===== src/rtl/gpio_input_debouncer_if.sv =====
// GPIO conditioning bus: raw pad levels and bypass in, debounced level and edge pulses out.
interface gpio_input_debouncer_if #(
  parameter int GPIO_WIDTH = 3
);
  logic [GPIO_WIDTH-1:0] raw_input;
  logic [GPIO_WIDTH-1:0] bypass;
  logic [GPIO_WIDTH-1:0] stable_output;
  logic [GPIO_WIDTH-1:0] rise_pulse;
  logic [GPIO_WIDTH-1:0] fall_pulse;

  modport master (
    output raw_input, bypass,
    input  stable_output, rise_pulse, fall_pulse
  );

  modport slave (
    input  raw_input, bypass,
    output stable_output, rise_pulse, fall_pulse
  );
endinterface


===== src/rtl/gpio_input_debouncer.sv =====
// Per-pin 2-flop synchronizer + saturating stability filter for GPIO inputs.
// Optional rise/fall pulse registers enabled by `define GPIO_DEBOUNCE_EDGE_EN.
module gpio_input_debouncer_lane #(
  parameter int DEBOUNCE_CYCLES = 120000
) (
  input  logic clock,
  input  logic reset,
  input  logic raw,
  input  logic bypass,
  output logic stable,
  output logic rise,
  output logic fall
);
  localparam int CW = $clog2(DEBOUNCE_CYCLES + 1);
  localparam logic [CW-1:0] LAST = CW'(DEBOUNCE_CYCLES - 1);

  logic          sync0, sync1, stable_q;
  logic [CW-1:0] count;
  logic          accept;

  // Bypass accepts any difference immediately; otherwise wait for a full stable run.
  assign accept = (sync1 != stable_q) && (bypass || (count == LAST));

  always_ff @(posedge clock) begin
    if (reset) begin
      sync0    <= 1'b0;
      sync1    <= 1'b0;
      stable_q <= 1'b0;
      count    <= '0;
    end else begin
      sync0 <= raw;
      sync1 <= sync0;
      if (bypass || (sync1 == stable_q) || (count == LAST))
        count <= '0;
      else
        count <= count + 1'b1;
      if (accept)
        stable_q <= sync1;
    end
  end

  assign stable = stable_q;

`ifdef GPIO_DEBOUNCE_EDGE_EN
  logic rise_q, fall_q;

  always_ff @(posedge clock) begin
    if (reset) begin
      rise_q <= 1'b0;
      fall_q <= 1'b0;
    end else begin
      rise_q <= accept &  sync1;
      fall_q <= accept & ~sync1;
    end
  end

  assign rise = rise_q;
  assign fall = fall_q;
`else
  assign rise = 1'b0;
  assign fall = 1'b0;
`endif
endmodule

module gpio_input_debouncer #(
  parameter int GPIO_WIDTH      = 3,
  parameter int DEBOUNCE_CYCLES = 120000
) (
  input  logic                  clock,
  input  logic                  reset,
  gpio_input_debouncer_if.slave gpio
);
  logic [GPIO_WIDTH-1:0] stable_w, rise_w, fall_w;

  for (genvar i = 0; i < GPIO_WIDTH; i++) begin : g_lane
    gpio_input_debouncer_lane #(
      .DEBOUNCE_CYCLES(DEBOUNCE_CYCLES)
    ) u_lane (
      .clock  (clock),
      .reset  (reset),
      .raw    (gpio.raw_input[i]),
      .bypass (gpio.bypass[i]),
      .stable (stable_w[i]),
      .rise   (rise_w[i]),
      .fall   (fall_w[i])
    );
  end

  assign gpio.stable_output = stable_w;
  assign gpio.rise_pulse    = rise_w;
  assign gpio.fall_pulse    = fall_w;
endmodule


===== src/flat_wrapper.sv =====
// flat-port wrapper written by rule: the top's interface ports become plain ports
module gpio_input_debouncer_flat 
#(
  parameter int GPIO_WIDTH      = 3,
  parameter int DEBOUNCE_CYCLES = 120000
)
  (clock, reset, gpio_raw_input, gpio_bypass, gpio_stable_output, gpio_rise_pulse, gpio_fall_pulse);
  gpio_input_debouncer_if #(.GPIO_WIDTH(GPIO_WIDTH)) gpio_i ();
  input  logic clock;
  input  logic reset;
  input wire logic [$bits(gpio_i.raw_input)-1:0] gpio_raw_input;
  input wire logic [$bits(gpio_i.bypass)-1:0] gpio_bypass;
  output wire logic [$bits(gpio_i.stable_output)-1:0] gpio_stable_output;
  output wire logic [$bits(gpio_i.rise_pulse)-1:0] gpio_rise_pulse;
  output wire logic [$bits(gpio_i.fall_pulse)-1:0] gpio_fall_pulse;
  assign gpio_i.raw_input = gpio_raw_input;
  assign gpio_i.bypass = gpio_bypass;
  assign gpio_stable_output = gpio_i.stable_output;
  assign gpio_rise_pulse = gpio_i.rise_pulse;
  assign gpio_fall_pulse = gpio_i.fall_pulse;
  gpio_input_debouncer #(.GPIO_WIDTH(GPIO_WIDTH), .DEBOUNCE_CYCLES(DEBOUNCE_CYCLES)) u_core (.clock(clock), .reset(reset), .gpio(gpio_i));
endmodule

===== config.mk =====
export PLATFORM = sky130hd
export DESIGN_NAME = gpio_input_debouncer_flat
export DESIGN_NICKNAME = d
export VERILOG_FILES = /design/src/rtl/gpio_input_debouncer_if.sv /design/src/rtl/gpio_input_debouncer.sv /design/src/flat_wrapper.sv
export SDC_FILE = /design/constraint.sdc
export NUM_CORES = 1
export LEC_CHECK = 0
export CORE_UTILIZATION = 52
export CTS_BUF_LIST = sky130_fd_sc_hd__clkbuf_8 sky130_fd_sc_hd__clkbuf_16
export DETAILED_ROUTE_END_ITERATION = 8
export PLACE_DENSITY = 0.74
export REMOVE_ABC_BUFFERS = 1
export SLEW_MARGIN = 20
export SYNTH_ARGS = -nofsm -noshare
export SYNTH_HDL_FRONTEND = slang
export SYNTH_SLANG_ARGS = --single-unit

===== constraint.sdc =====
create_clock -name clock -period 1.6 [get_ports clock]
set_clock_uncertainty 0.1 [all_clocks]
set_input_delay 0.32 -clock clock [delete_from_list [all_inputs] [get_ports clock]]
set_output_delay 0.32 -clock clock [all_outputs]
set_load 0.05 [all_outputs]

==> results of run 1 <==
==> through the flow <==
step	power, W	std cells	cell area, sq um	setup TNS, ns
after floorplan	0.00161	299	2670	-7.24
after global placement	0.00167	448	3420	-11.58
after detailed placement	0.00168	448	3420	-14.26
after CTS	0.00295	465	3730	-1.50
after global routing	0.00306	471	3990	-6.27
final	0.00297	471	3990	-3.70
==> layer usage <==
| layer | GRT usage | up-vias |
|---|---|---|
| li1 | - | 1237 |
| met1 | 0.296 | 1246 |
| met2 | 0.429 | 84 |
| met3 | 0.0643 | 28 |
| met4 | 0.121 | 0 |
| met5 | 0 | - |
==> state kept, by name (all words and copies together) (netlist names) <==
name	count
u_core.g_lane.u_lane.sync0	3
u_core.g_lane.u_lane.stable	3
u_core.g_lane.u_lane.count	51
u_core.g_lane.u_lane.sync1	3
==> path summary, 6_finish.rpt <==
path / start / endpoint / cells after the start
worst max-delay path: u_core.g_lane[1].u_lane.count[0] / u_core.g_lane[1].u_lane.count[15] / 5
worst min-delay path: u_core.g_lane[1].u_lane.sync0 / u_core.g_lane[1].u_lane.sync1 / 1
worst max register to register: u_core.g_lane[1].u_lane.count[0] / u_core.g_lane[1].u_lane.count[15] / 5
worst min register to register: u_core.g_lane[1].u_lane.sync0 / u_core.g_lane[1].u_lane.sync1 / 1
==> layout make-up <==
type                            instances  area (sq um)
Clock buffer                           13           179
Fill cell                             315          1150
Clock inverter                          2          8.76
Multi-Input combinational cell        228          1680
Timing Repair Buffer                   87           778
Sequential cell                        60          1210
Tap cell                               70          87.6
Inverter                               11          41.3
==> what timing repair did <==
action | in CTS | in global routing
pin swaps | 11 | 20
endpoints found under the setup margin | 53 | 53
resized for setup | 22 | 53
setup buffers | 4 | 4
cloned | 0 | 2
==> cell usage after synthesis (4+ instances only) <==
master / count
buf_4: 10
a21oi_1: 7
xor2_1: 15
nand3_1: 20
inv_1: 11
dfxtp_1: 60
nand2_1: 16
nor4_1: 8
or3_1: 7
xnor2_1: 26
nor2b_1: 7
nand4_1: 11
nor2_1: 48
buf_2: 5
nor3_1: 10
o21ai_0: 4
==> cells by family after synthesis <==
group,after synthesis,share of synthesized area
AND/OR/NAND/NOR,157,0.313
flip-flops,60,0.431
XOR/XNOR,41,0.129
buffers and inverters,31,0.0629
AO/OA/AOI/OAI,20,0.0463
adder cells (fa/ha/maj),3,0.0135
other,1,0.00135
multiplexers,1,0.00359
==> power groups by stage <==
| stage | registers [W] | logic (W) | clock network [W] |
|---|---|---|---|
| finish | 0.00152 | 0.000153 | 0.00130 |
| floorplan | 0.00156 | 0.0000556 | 0 |
| detailed placement | 0.00155 | 0.000129 | 0 |
| global placement | 0.00155 | 0.000126 | 0 |
| global route | 0.00152 | 0.000162 | 0.00138 |
| CTS | 0.00151 | 0.000134 | 0.00130 |
==> flow_metrics.py, run 1 <==
metrics = {
    "yosys": {
        "synth_top_area_frac": 0.431,
        "synth_ff_type": "dfxtp_1",
        "yosysSeqAreaShare": 0.431,
        "synth_area_sq_mm": 0.00279,
        "syn_inst": 314,
        "ys_types": 44,
        "synth_edf_count": 0,
        "synth.area.top_cells": "dfxtp_1, xnor2_1, nor2_1, xor2_1, nand3_1",
        "ys_ff_latch": 60,
        "synth_top_cell_by_area": "dfxtp_1",
        "yosys_warnings": 0,
        "synthArstFlopShare": 0,
        "synth.avg_cell_area_sq_um": 8.87,
    },
    "detailed_routing": {
        "top_layer_used": "met4",
        "firstDrtPassIters": 4,
        "vias": 2595,
        "drc": 0,
        "met2_wirelength_mm": 3.87,
        "drt_iter0_markers": 139,
        "met1_length_mm": 3.10,
        "routed_wl_mm": 7.56,
        "wl_met3_um": 329,
        "viasPerCell": 5.51,
        "post_drt_wl_per_cell_um": 16.0,
        "final_antenna_net_count": 0,
    },
    "power_and_ir_drop": {
        "combPwrFrac": 0.052,
        "power_density_mw_per_mm2": 745,
        "switching_power_w": 0.000685,
        "ir_worst_vdd_uv": 637,
        "leakage_nw": 1.38,
        "clock_power_share": 0.438,
        "switching_share": 0.231,
        "power_frac_seq": 0.510,
        "p_int_w": 0.00229,
    },
    "timing": {
        "fin_crit_sh": 1.08,
        "period_minus_slack_ns": 1.73,
        "finalMaxSlewViolations": 0,
        "setup_viol": 53,
        "grt_setup_unrepaired": "yes",
        "fin_ws_ns": -0.132,
        "fmax_mhz": 577,
        "whs_ns": 0.344,
        "hold_viol": 0,
    },
    "die": {
        "initial_core_util": 0.542,
        "fp.dieW_um": 75.2,
        "rows": 26,
        "die_h_um": 75.2,
        "pin_count": 17,
        "dieArea_sq_mm": 0.00566,
        "core_area_sq_mm": 0.00514,
    },
    "cts": {
        "clock_path_buffers": 2,
        "htree_levels": 3,
        "clk_pin_slew_ns": 0.08,
        "tritoncts": "built",
        "clock_sinks": 60,
        "cts_hold_buf": 0,
        "cts_root_buf": "clkbuf_8",
        "numCtsBuffers": 9,
        "insertion_delay_ns": 0.34,
    },
    "global_route": {
        "antenna_found_initial": 0,
        "grtUsageTotal": 0.252,
        "grt_pass1_wl_mm": 10.5,
        "overflow": 0,
        "grt_pass1_vias": 2372,
        "grt_max_degree": 18,
    },
    "run_status": {
        "violations": "negative setup slack",
        "status": "complete, but fails checks",
    },
    "final_layout": {
        "final_common_cell": "buf_4",
        "diodes": 0,
        "area_growth_pct": 43.2,
        "drive_gt1_frac": 0.367,
        "nNetsFinal": 408,
        "final_util": 0.776,
        "layout_common_cells": "buf_4, dfxtp_1, nor2_1",
    },
    "flow_run": {
        "cap_violations": 0,
    },
    "critical_path": {
        "crit_slowest_cell": "or3b_2",
        "cp_slowest_stage_delay_ns": 0.50,
        "crit_type": "reg -> reg",
        "crit_arrival_ns": 1.91,
        "start_kind": "flip-flop",
        "critPathTopFamily": "simple AND/OR/NAND/NOR gates",
        "required_ns": 1.78,
        "critPathBufInv": 1,
        "endpoint_kind": "flip-flop",
        "worstPathCellList": "buf_4 -> nand3_1 -> nor3_2 -> or3b_2 -> a21oi_2",
        "r2r_slack_ns": -0.13,
        "cp_max_fo": 4,
    },
    "worst_hold_path": {
        "min_path_type": "reg -> reg",
    },
    "placement": {
        "port_buffers": 10,
        "post-place-ws_ns": -0.319,
        "dp_hpwl_mm": 4.36,
        "gp_congestion": 0.844,
    },
}
Power figures use the tool's default switching activity.
==> inputs of run 2 (changes only) <==
Settings changed: CORE_ASPECT_RATIO set to 1.4.
==> flow_metrics.py, run 2 (synthesized netlist as in run 1, its figures left out) <==
metrics = {
    "global_route": {
        "antenna_found_initial": 0,
        "overflow": 0,
        "grt_pass1_wl_mm": 10.8,
        "grt_pass1_vias": 2549,
        "grtUsageTotal": 0.251,
        "grt_max_degree": 18,
    },
    "power_and_ir_drop": {
        "clock_power_share": 0.507,
        "switching_power_w": 0.000736,
        "p_int_w": 0.00265,
        "ir_worst_vdd_uv": 682,
        "switching_share": 0.218,
        "power_frac_seq": 0.447,
        "leakage_nw": 1.39,
        "combPwrFrac": 0.045,
        "total_power_w": 0.00338,
        "power_density_mw_per_mm2": 835,
    },
    "timing": {
        "setup_viol": 37,
        "hold_viol": 0,
        "period_minus_slack_ns": 1.71,
        "fin_crit_sh": 1.07,
        "tightest_slew_ns": 0.491,
        "relSlewSlack": 0.669,
        "fmax_mhz": 585,
        "fin_ws_ns": -0.110,
        "grt_setup_unrepaired": "yes",
        "finalMaxSlewViolations": 0,
    },
    "die": {
        "core_area_sq_mm": 0.00516,
        "fp.dieW_um": 63.9,
        "initial_core_util": 0.540,
        "pin_count": 17,
        "rows": 31,
        "die_h_um": 88.6,
        "dieArea_sq_mm": 0.00566,
    },
    "worst_hold_path": {
        "min_path_type": "reg -> reg",
    },
    "cts": {
        "htree_levels": 3,
        "clock_path_buffers": 2,
        "insertion_delay_ns": 0.35,
        "cts_hold_buf": 0,
        "clock_sinks": 60,
        "numCtsBuffers": 9,
        "clk_pin_slew_ns": 0.07,
        "tritoncts": "built",
        "cts_root_buf": "clkbuf_8",
    },
    "detailed_routing": {
        "viasPerCell": 5.42,
        "final_antenna_net_count": 0,
        "routed_wl_mm": 7.26,
        "met2_wirelength_mm": 3.87,
        "drc": 0,
        "top_layer_used": "met4",
        "wl_met3_um": 240,
        "post_drt_wl_per_cell_um": 15.6,
        "firstDrtPassIters": 4,
        "vias": 2521,
        "drt_iter0_markers": 129,
        "met1_length_mm": 2.86,
    },
    "final_layout": {
        "final_common_cell": "buf_4",
        "layout_common_cells": "buf_4, dfxtp_1, nor2_1",
        "largest_register_ffs": 51,
        "drive_gt1_frac": 0.414,
        "finalInstanceArea_sq_mm": 0.00405,
        "diodes": 0,
        "largest_register": "u_core.g_lane.u_lane.count",
        "area_growth_pct": 45.4,
        "fillCellCount": 317,
        "nNetsFinal": 405,
    },
    "placement": {
        "port_buffers": 10,
        "dp_hpwl_mm": 4.16,
        "gp_congestion": 0.841,
        "dpl_cell_area_sq_mm": 0.00338,
    },
    "critical_path": {
        "r2r_slack_ns": -0.11,
        "crit_arrival_ns": 1.84,
        "endpoint_kind": "flip-flop",
        "cp_slowest_stage_delay_ns": 0.54,
        "worstPathCellList": "or4b_4 -> nor4_4 -> a21o_1 -> buf_6 -> nor2_1",
        "cp_max_fo": 10,
        "required_ns": 1.73,
        "crit_slowest_cell": "or4b_4",
        "crit_type": "reg -> reg",
        "start_kind": "flip-flop",
    },
    "flow_run": {
        "cap_violations": 0,
    },
    "run_status": {
        "status": "complete, but fails checks",
        "violations": "negative setup slack",
    },
}
-- run 2: cell count changes in the layout (fill, tap and decap cells not counted), moves of 4 or more --
cell     previous run  this run
a21oi_1             4         0
a21oi_2             3         7
nor2_4             14         6
nor2_2              2        13
dfxtp_2             8        14
dfxtp_1            52        46
buf_4              70        65
-- run 2: critical path: cells and delay by family, from the launching register on --
kind,cells,cell delay [ns]
buffers and inverters,1,0.16
DFF,1,0.33
and+or+nand+nor,3,0.79
AOI/OAI and AO/OA,1,0.20
-- run 2: path summary, 6_finish.rpt --
kind | depth (start not counted) | start | to
hold reg to reg | 1 | u_core.g_lane[0].u_lane.count[0] | u_core.g_lane[0].u_lane.count[0]
setup reg to reg | 5 | u_core.g_lane[0].u_lane.count[9] | u_core.g_lane[0].u_lane.count[9]
setup / recovery | 5 | u_core.g_lane[0].u_lane.count[9] | u_core.g_lane[0].u_lane.count[9]
hold / removal | 1 | u_core.g_lane[0].u_lane.count[0] | u_core.g_lane[0].u_lane.count[0]
-- run 2: layout make-up --
| type | count | area, sq um | area share |
|---|---|---|---|
| repair buffers | 84 | 764 | 0.189 |
| well taps | 66 | 82.6 | 0.0204 |
| clock buffers | 10 | 138 | 0.0340 |
| multi-input cells | 228 | 1700 | 0.418 |
| flip-flops and latches | 60 | 1220 | 0.301 |
| clock inverters | 6 | 111 | 0.0275 |
| inverters | 11 | 41.3 | 0.0102 |
-- run 2: timing repair --
action	in CTS	in global routing
endpoints found under the setup margin	53	53
cloned	0	2
pin swaps	16	14
setup buffers	5	2
resized for setup	30	56
-- run 2: through the flow --
step | hold WS [ns] | setup WS, ns | std cells | TNS (ns) | utilization
after global routing | 0.375 | -0.161 | 465 | -4.16 | 0.785
after floorplan | 0.292 | -0.191 | 299 | -7.24 | -
after global placement | 0.323 | -0.307 | 441 | -11.21 | 0.655
final | 0.340 | -0.110 | 465 | -1.75 | 0.785
after CTS | 0.343 | -0.0678 | 462 | -0.710 | 0.735
after detailed placement | 0.329 | -0.397 | 441 | -13.21 | 0.655
-- run 2: layer usage --
layer,track usage,vias to the layer above
li1,-,1226
met2,0.456,57
met5,0,-
met3,0.0580,28
met4,0.149,0
met1,0.263,1210
-- run 2: power by group through the flow --
stage	Combinational [W]	Sequential (W)	Clock (W)
3_5_place_dp	0.000128	0.00155	0
4_1_cts	0.000135	0.00151	0.00171
6_report	0.000153	0.00151	0.00172
3_3_place_gp	0.000127	0.00155	0
2_1_floorplan	0.0000556	0.00156	0
5_1_grt	0.000163	0.00151	0.00178
==> inputs of run 3 (changes only) <==
Settings changed: ABC_CLOCK_PERIOD_IN_PS set to 1400.
Clock period 1.6 ns to 1.4 ns, I/O delays scaled along.
==> flow_metrics.py, run 3 (synthesized netlist as in run 1, its figures left out) <==
metrics = {
    "power_and_ir_drop": {
        "p_int_w": 0.00246,
        "combPwrFrac": 0.055,
        "clock_power_share": 0.413,
        "power_frac_seq": 0.532,
        "leakage_nw": 1.47,
        "power_density_mw_per_mm2": 779,
        "switching_share": 0.242,
        "switching_power_w": 0.000789,
        "ir_worst_vdd_uv": 740,
    },
    "timing": {
        "fin_ws_ns": -0.347,
        "hold_viol": 0,
        "finalMaxSlewViolations": 0,
        "grt_setup_unrepaired": "yes",
        "period_minus_slack_ns": 1.75,
        "fmax_mhz": 572,
        "setup_viol": 54,
        "fin_crit_sh": 1.25,
        "finalSetupTns_ns": -11.77,
        "whs_ns": 0.343,
    },
    "worst_hold_path": {
        "whs_endpoint": "u_core.g_lane[0].u_lane.sync1",
        "min_from": "u_core.g_lane[0].u_lane.sync0",
        "hold_depth": 1,
        "min_path_type": "reg -> reg",
    },
    "cts": {
        "htree_levels": 3,
        "cts_root_buf": "clkbuf_8",
        "cts_hold_buf": 0,
        "numCtsBuffers": 9,
        "clk_pin_slew_ns": 0.07,
        "tritoncts": "built",
        "insertion_delay_ns": 0.34,
        "clock_sinks": 60,
        "clock_path_buffers": 2,
    },
    "global_route": {
        "overflow": 0,
        "grt_pass1_wl_mm": 12.0,
        "grt_max_degree": 11,
        "grtUsageTotal": 0.280,
        "grt_pass1_vias": 2610,
        "antenna_found_initial": 0,
    },
    "die": {
        "initial_core_util": 0.540,
        "pin_count": 17,
        "rows": 31,
        "core_area_sq_mm": 0.00516,
        "dieArea_sq_mm": 0.00566,
        "fp.dieW_um": 63.9,
        "die_h_um": 88.6,
    },
    "final_layout": {
        "fillCellCount": 292,
        "largest_register": "u_core.g_lane.u_lane.count",
        "largest_register_ffs": 51,
        "final_util": 0.810,
        "final_common_cell": "buf_4",
        "nNetsFinal": 428,
        "drive_gt1_frac": 0.474,
        "diodes": 0,
        "area_growth_pct": 49.9,
        "layout_common_cells": "buf_4, dfxtp_1, xnor2_1",
    },
    "run_status": {
        "status": "complete, but fails checks",
        "violations": "negative setup slack",
    },
    "critical_path": {
        "r2r_end": "u_core.g_lane[2].u_lane.count[14]",
        "rr_startpoint": "u_core.g_lane[2].u_lane.count[1]",
        "start_kind": "flip-flop",
        "worstPathCellList": "ha_4 -> nand3_4 -> or3_4 -> buf_4 -> o21ai_0 -> a21oi_2",
        "endpoint_kind": "flip-flop",
        "required_ns": 1.52,
        "cp_max_fo": 3,
        "critPathBufInv": 1,
        "r2r_slack_ns": -0.35,
        "cp_slowest_stage_delay_ns": 0.36,
        "crit_arrival_ns": 1.87,
        "crit_type": "reg -> reg",
        "crit_slowest_cell": "dfxtp_2",
        "critPathTopFamily": "compound AO/OA/AOI/OAI gates",
        "cp-startpoint": "u_core.g_lane[2].u_lane.count[1]",
        "worstRegToRegCells": 6,
    },
    "placement": {
        "dp_hpwl_mm": 4.47,
        "gp_congestion": 0.837,
        "post-place-ws_ns": -0.498,
        "port_buffers": 10,
    },
    "detailed_routing": {
        "vias": 2686,
        "post_drt_wl_per_cell_um": 16.2,
        "viasPerCell": 5.50,
        "routed_wl_mm": 7.90,
        "final_antenna_net_count": 0,
        "drt_iter0_markers": 124,
        "drc": 0,
        "firstDrtPassIters": 4,
    },
    "flow_run": {
        "cap_violations": 0,
    },
}
==> run 3: changes by cell type in the layout (fill, tap and decap cells not counted), moves of 3 or more <==
cell       change
nor2_2        +11
buf_4         +22
bufinv_16      -3
nor2_1        -11
clkinv_2       +3
==> run 3: per-layer routing <==
layer,vias up,GRT usage,share of wire
met1,1309,0.307,0.40
met5,-,0,0
met3,28,0.0773,0.037
met2,67,0.495,0.53
li1,1282,-,-
met4,0,0.140,0.029
==> run 3: repair_timing <==
item,4_1_cts,5_1_grt
buffers inserted,5,1
cloned,3,1
gates resized for setup,55,51
setup endpoints to repair,54,55
pin swaps,43,16
hold endpoints to repair,0,0
==> run 3: metrics by stage <==
step,instances,power (W),instance area [sq um]
2_1_floorplan,299,0.00184,2670
3_3_place_gp,462,0.00191,3540
3_5_place_dp,462,0.00192,3540
4_1_cts,486,0.00325,3990
5_1_grt,488,0.00336,4180
6_report,488,0.00325,4180
==> run 3: how the worst max path moves through the flow <==
stage                                   endpoint  slack, ns  cells past startpoint
2_1_floorplan  u_core.g_lane[1].u_lane.count[15]      -0.39                      3
3_3_place_gp    u_core.g_lane[0].u_lane.count[6]      -0.48                      4
3_5_place_dp    u_core.g_lane[0].u_lane.count[5]      -0.50                      4
4_1_cts        u_core.g_lane[1].u_lane.count[16]      -0.25                      5
5_1_grt        u_core.g_lane[2].u_lane.count[14]      -0.37                      6
6_report       u_core.g_lane[2].u_lane.count[14]      -0.35                      6
==> run 3: final cells by class <==
type	instances	area, sq um	share of cell area
clock buffers	10	138	0.0330
well taps	66	82.6	0.0198
multi-input cells	230	1780	0.427
repair buffers	105	881	0.211
inverters	11	41.3	0.00989
flip-flops and latches	60	1220	0.292
clock inverters	6	31.3	0.00749
==> run 3: power groups by stage <==
stage	combinational, W	clock, W	sequential [W]
6_report	0.000180	0.00134	0.00173
5_1_grt	0.000190	0.00144	0.00173
4_1_cts	0.000166	0.00135	0.00173
3_5_place_dp	0.000148	0	0.00177
3_3_place_gp	0.000146	0	0.00177
2_1_floorplan	0.0000635	0	0.00178
